==> src/rtl/hypipe_ingress_arb.sv <==
// hypipe_ingress_arb: packet-atomic 2:1 arbiter feeding the HyPipe_Top ingress bus.
// One input is the configuration-packet stream and the other is the data-packet stream.
// Packets are never interleaved on the output, and a fixed idle gap follows each packet.
// Malformed framing and over-length packets are cut off and counted as errors.
// Optional macro HYPIPE_ARB_CFG_PRIO_EN gives CFG strict priority in IDLE instead of round-robin.
//
// state    | meaning
// ---------+-----------------------------------------------------------
// IDLE     | no packet open; arbitrate between ports with valid flits
// XFER_CFG | forwarding a config packet, head already sent
// XFER_PKT | forwarding a data packet, head already sent
// DROP     | swallowing flits of drop_pkt's port up to and including a tail
// GAP      | forced idle cycles on o_data_valid before the next packet
module hypipe_ingress_arb #(
    parameter int GAP_CYC   = 1,
    parameter int MAX_FLITS = 64,
    parameter int CNT_W     = 16
) (
    input  logic             i_clk,
    input  logic             i_rst,
    input  logic             i_cfg_valid,
    input  logic [133:0]     i_cfg_data,
    output logic             o_cfg_ready,
    input  logic             i_pkt_valid,
    input  logic [133:0]     i_pkt_data,
    output logic             o_pkt_ready,
    output logic             o_data_valid,
    output logic [133:0]     o_data,
    output logic             o_busy,
    output logic [CNT_W-1:0] o_cnt_cfg,
    output logic [CNT_W-1:0] o_cnt_pkt,
    output logic [CNT_W-1:0] o_cnt_err
);

    typedef enum logic [2:0] {IDLE, XFER_CFG, XFER_PKT, DROP, GAP} state_t;

    localparam logic [7:0]  MAX_F    = 8'(MAX_FLITS);
    localparam logic [15:0] GAP_LOAD = (GAP_CYC > 0) ? 16'(GAP_CYC - 1) : 16'd0;
    localparam state_t      END_ST   = (GAP_CYC > 0) ? GAP : IDLE;

    state_t       state;
    logic         last_grant_pkt;
    logic         drop_pkt;
    logic [7:0]   flit_cnt;
    logic [15:0]  gap_cnt;

    logic         win_pkt;
    logic         sel_pkt;
    logic         sel_valid;
    logic [133:0] sel_data;
    logic [133:0] tail_flit;
    logic         take_en;
    logic         fire;
    logic         is_head;
    logic         is_tail;
    logic [7:0]   cnt_next;

    function automatic logic [CNT_W-1:0] sat_inc(input logic [CNT_W-1:0] v);
        return (&v) ? v : v + {{(CNT_W-1){1'b0}}, 1'b1};
    endfunction

    // Port selection, readies and decode of the flit currently offered by the selected port
    always_comb begin
`ifdef HYPIPE_ARB_CFG_PRIO_EN
        win_pkt = !i_cfg_valid;
`else
        win_pkt = !i_cfg_valid || (i_pkt_valid && !last_grant_pkt);
`endif
        case (state)
            IDLE:     sel_pkt = win_pkt;
            XFER_PKT: sel_pkt = 1'b1;
            DROP:     sel_pkt = drop_pkt;
            default:  sel_pkt = 1'b0;
        endcase
        take_en   = (state == XFER_CFG) || (state == XFER_PKT) || (state == DROP) ||
                    ((state == IDLE) && (i_cfg_valid || i_pkt_valid));
        sel_valid = sel_pkt ? i_pkt_valid : i_cfg_valid;
        sel_data  = sel_pkt ? i_pkt_data : i_cfg_data;
        fire      = take_en && sel_valid;
        is_head   = (sel_data[133:132] == 2'b01);
        is_tail   = (sel_data[133:132] == 2'b10);
        tail_flit = {2'b10, sel_data[131:0]};
        cnt_next  = flit_cnt + 8'd1;
    end

    assign o_cfg_ready = take_en && !sel_pkt;
    assign o_pkt_ready = take_en && sel_pkt;
    assign o_busy      = (state != IDLE);

    // Packet FSM with registered output flit and saturating statistics
    always_ff @(posedge i_clk) begin
        if (i_rst) begin
            state          <= IDLE;
            last_grant_pkt <= 1'b1;
            drop_pkt       <= 1'b0;
            flit_cnt       <= 8'd0;
            gap_cnt        <= 16'd0;
            o_data_valid   <= 1'b0;
            o_data         <= '0;
            o_cnt_cfg      <= '0;
            o_cnt_pkt      <= '0;
            o_cnt_err      <= '0;
        end else begin
            o_data_valid <= 1'b0;
            case (state)
                IDLE: begin
                    if (fire) begin
                        last_grant_pkt <= sel_pkt;
                        if (is_head) begin
                            o_data       <= sel_data;
                            o_data_valid <= 1'b1;
                            flit_cnt     <= 8'd1;
                            state        <= sel_pkt ? XFER_PKT : XFER_CFG;
                        end else begin
                            o_cnt_err <= sat_inc(o_cnt_err);
                            if (!is_tail) begin
                                drop_pkt <= sel_pkt;
                                state    <= DROP;
                            end
                        end
                    end
                end
                XFER_CFG, XFER_PKT: begin
                    if (fire) begin
                        flit_cnt     <= cnt_next;
                        o_data_valid <= 1'b1;
                        if (is_tail) begin
                            o_data  <= sel_data;
                            if (state == XFER_PKT) o_cnt_pkt <= sat_inc(o_cnt_pkt);
                            else                   o_cnt_cfg <= sat_inc(o_cnt_cfg);
                            state   <= END_ST;
                            gap_cnt <= GAP_LOAD;
                        end else if (is_head) begin
                            // a new head closes the open packet; its own body is left to IDLE
                            o_data    <= tail_flit;
                            o_cnt_err <= sat_inc(o_cnt_err);
                            state     <= END_ST;
                            gap_cnt   <= GAP_LOAD;
                        end else if (cnt_next == MAX_F) begin
                            o_data    <= tail_flit;
                            o_cnt_err <= sat_inc(o_cnt_err);
                            drop_pkt  <= (state == XFER_PKT);
                            state     <= DROP;
                        end else begin
                            o_data <= sel_data;
                        end
                    end
                end
                DROP: begin
                    if (fire && is_tail) begin
                        state   <= END_ST;
                        gap_cnt <= GAP_LOAD;
                    end
                end
                GAP: begin
                    if (gap_cnt == 16'd0) state <= IDLE;
                    else                  gap_cnt <= gap_cnt - 16'd1;
                end
                default: state <= IDLE;
            endcase
        end
    end

endmodule

==> config.mk <==
export PLATFORM = sky130hd
export DESIGN_NAME = hypipe_ingress_arb
export DESIGN_NICKNAME = d
export VERILOG_FILES = /design/src/rtl/hypipe_ingress_arb.sv
export SDC_FILE = /design/constraint.sdc
export NUM_CORES = 1
export LEC_CHECK = 0
export ABC_CLOCK_PERIOD_IN_PS = 3400
export CAP_MARGIN = 40
export CORE_AREA = 2 2 176 178
export DETAILED_ROUTE_END_ITERATION = 7
export DIE_AREA = 0 0 178 180
export PLACE_DENSITY = 0.69
export SLEW_MARGIN = 20
export SYNTH_ARGS = -nofsm -noshare
export SYNTH_HDL_FRONTEND = slang
export SYNTH_SLANG_ARGS = --single-unit
==> constraint.sdc <==
create_clock -name i_clk -period 3.4 [get_ports i_clk]
set_clock_uncertainty 0.2 [all_clocks]
set_input_delay 0.68 -clock i_clk [delete_from_list [all_inputs] [get_ports i_clk]]
set_output_delay 0.68 -clock i_clk [all_outputs]
set_load 0.01 [all_outputs]
==> results.md, run 1 <==
* Post-Syn Area at approximately 10,000 um^2
* Ranking of synthesized cells by area: dfxtp_1 (42%), mux2i_1 (14%), a211oi_1 (10%)
* CP required at between 2000 and 3000 ps
* Status: complete, no violations
* Synth-to-layout area growth at 61.6%
* Post-DP HPWL at around 26 mm
* DIE AREA at 32,000 um^2
* Worst Hold Depth at 2
* Hold Crit Class: register to register
* Total iterations of the first detailed-routing run at 5
* Critical path class: input port to primary output
* Clk sinks at 212
* Diodes inserted at 0
* Max Cap Viol at 0
* Total placed cells including tap cells at 1,943
* Synth Net Count at 1,402
* Final hold vios at 0
* Iter 0 DRT Violations at around 450
* Vias in the first global route at between 9,000 and 10,000
* FFs w/ async S/R, synth at 0%
* Crit end category: primary output
* Synth Register Bits at approximately 210
* Clock latency on the worst-skew pair at about 520 ps
* Slew @ Worst Pin at approximately 850 ps
* Most used DFF post-synth: dfxtp_1
* Crit path DAT at roughly 2500 ps
* Final period util at 97.9%
* Most common cell after layout, fill and taps aside: clkdlybuf4s50_1
* PortBufs at roughly 460
* Core box area at approximately 30,000 um^2
* Slew HR at between 40% and 50%
* Filler cells at 2,777
* Global route overflow at 0
* Pwr Density at between 800 and 900 nW/um^2
* Total wire length at ~35 mm
* Syn Area/Cell at between 8 and 9 um^2
* Post-synth top area cell: dfxtp_1
* Final setup margin at around 70 ps
* Largest net degree at the start of global routing at between 100 and 150
* RSZ-0062 raised after global routing: yes
* Routability cong. at a little under 0.9
* CTS root buf: clkbuf_16
* I/O pins at around 460
* LEAKAGE at a little over 0.006 uW
* DRC at 0
* Chip Width at roughly 180 um
* Post-route insts no fill at approximately 2,000
* Syn. warnings at 0
* Initial Util at roughly a third
* Commonest cells after routing, fill and taps aside: clkdlybuf4s50_1 (456), dfxtp_1 (212), nor2_1 (183)
* Final count of negative-setup-slack endpoints at 0
* Vias at about 10,000
* Layout cell share with drive strength beyond 1 at 7.46%
* Floorplan row count at 64
* CTS clk-pin slew, worst paths at 60 ps
* Detail Route Antenna Nets at 0
* Number of synthesized flops with an enable pin at 0
* Area of the multi-input gates at 5420 um^2
* DP Worst Slack at -545 ps
* First-pass GRT wire length at roughly 53 mm
* Top cell type's share of synthesized area at 42.4%
* Peak VDD IR at a little over 500 uV
* Hold_ws at about 260 ps
* CTS H-tree depth at 1
* Post-synthesis sequential area ratio at between 40% and 50%
* GRT Util Overall at between 20% and 30%
* Startpoint Class: input port
* Min Tclk post-route at around 3300 ps
* Tot Pwr at 13,800 uW
* Avg WL per Cell at between 15 and 20 um
* Worst r2r path cells at 13
* Number of library cell types mapped by synthesis at 64
* Final nets at between 1,500 and 2,000
* CTS tree: built
* TritonCTS buffer count at 25
* Post-CTS Hold Fix Bufs at 0
* Max-slew violations at 0
* Clock buffer depth at 3
* Register Area at ~4200 um^2
* Cells after synthesis at ~1,100
* Largest fanout on the critical path at 23
* Fmax at 300 MHz
* Die Height at roughly 180 um
* Vias/cell at ~5.1
* Antenna violations before repair at 0
-- cells in the mapped netlist, types with 2 or more instances --
| cell type | instances |
|---|---|
| clkbuf_1 | 38 |
| o31ai_1 | 8 |
| o21ai_0 | 30 |
| a31oi_1 | 7 |
| a21o_1 | 2 |
| or2_2 | 4 |
| nand3_1 | 24 |
| nor3b_1 | 3 |
| or4_1 | 10 |
| nand2_1 | 43 |
| xnor2_1 | 14 |
| a32o_1 | 2 |
| dfxtp_1 | 212 |
| and3_1 | 7 |
| buf_1 | 8 |
| a41oi_1 | 4 |
| a21oi_1 | 42 |
| nor2_1 | 184 |
| a211o_1 | 3 |
| a311oi_1 | 7 |
| nand4_1 | 14 |
| o21ai_1 | 6 |
| nor3_1 | 16 |
| ha_1 | 9 |
| inv_1 | 19 |
| mux2i_1 | 139 |
| buf_2 | 35 |
| o22a_1 | 2 |
| or3_1 | 23 |
| nand2b_1 | 7 |
| o211ai_1 | 2 |
| nor4_1 | 14 |
| xor2_1 | 6 |
| o41ai_1 | 2 |
| nor2b_1 | 5 |
| and2_1 | 4 |
| a211oi_1 | 139 |
-- critical path, cell delays in order --
cell and delay (ps):
clkdlybuf4s50_1 480, nor2b_1 150, o21a_2 200, nand2b_4 60, buf_6 200, nor2_2 140
clkdlybuf4s50_1 540
-- cell type report --
| cell class | instances | area share [%] |
|---|---|---|
| Multi-Input combinational cell | 808 | 33.5 |
| Timing Repair Buffer | 514 | 31.9 |
| Sequential cell | 212 | 26.2 |
| Clock buffer | 37 | 4.39 |
| Tap cell | 396 | 3.06 |
| Clock inverter | 5 | 0.487 |
| Inverter | 20 | 0.464 |
-- registers in the layout, indices dropped and copies added, names as in the netlist, 3 cells and up --
signal and count:
flit_cnt 8, gap_cnt 16, o_cnt_cfg 16, o_cnt_err 16, o_cnt_pkt 16, o_data 134
state 3
-- timing repair --
action / in CTS / in global routing
resized for setup: 1 / 16
pin swaps: 0 / 2
gates cloned: 0 / 2
buffers inserted: 1 / 4
endpoints found under the setup margin: 3 / 134
-- routing by layer --
metal	global-route usage (%)	up-vias	wire length [um]
li1	-	5056	-
met1	24.2	4681	14200
met2	37.7	317	18100
met3	4.51	33	2480
met4	3.51	0	524
met5	0	-	0
-- logic make-up (layout without fill, tap and decap cells) --
group                      count (synthesis)  in the layout  synth area share, %
and+or+nand+nor                          365            365                 17.0
buffers and inverters                    103            576                 4.41
AOI/OAI and AO/OA                        272            274                 19.3
xor gates and xnor gates                  20             20                 1.75
muxes                                    140            140                 14.0
adders and majority gates                  9              9                 1.12
DFF                                      212            212                 42.4
-- power breakdown --
group	internal [uW]	total (uW)	switching, uW
Clock	1580	2610	1020
Combinational	3670	7310	3640
Sequential	3350	3840	485
-- worst paths after layout --
path	slack [ps]	to	from
hold reg to reg	260	o_data[132]$_SDFFE_PP0P_	o_data[132]$_SDFFE_PP0P_
setup reg to reg	240	o_cnt_err[5]$_SDFFE_PP0P_	state[1]$_SDFFE_PP0P_
hold / removal	260	o_data[132]$_SDFFE_PP0P_	o_data[132]$_SDFFE_PP0P_
setup / recovery	70	o_pkt_ready	i_pkt_valid
-- metrics by stage --
step	util, %	TNS [ps]	area [um^2]
2_1_floorplan	-	0	10000
6_report	53.6	0	16200
3_3_place_gp	50.6	-61080	15300
4_1_cts	53.2	0	16100
5_1_grt	53.6	-772	16200
3_5_place_dp	50.6	-67310	15300
Power figures use the tool's default switching activity.
==> run 2, diff against run 1 <==
- CAP_MARGIN: 40 -> 20
- HOLD_SLACK_MARGIN: default -> 0.1
==> results of run 2 <==
Final layout, timing and power as in run 1 (identical DEF).
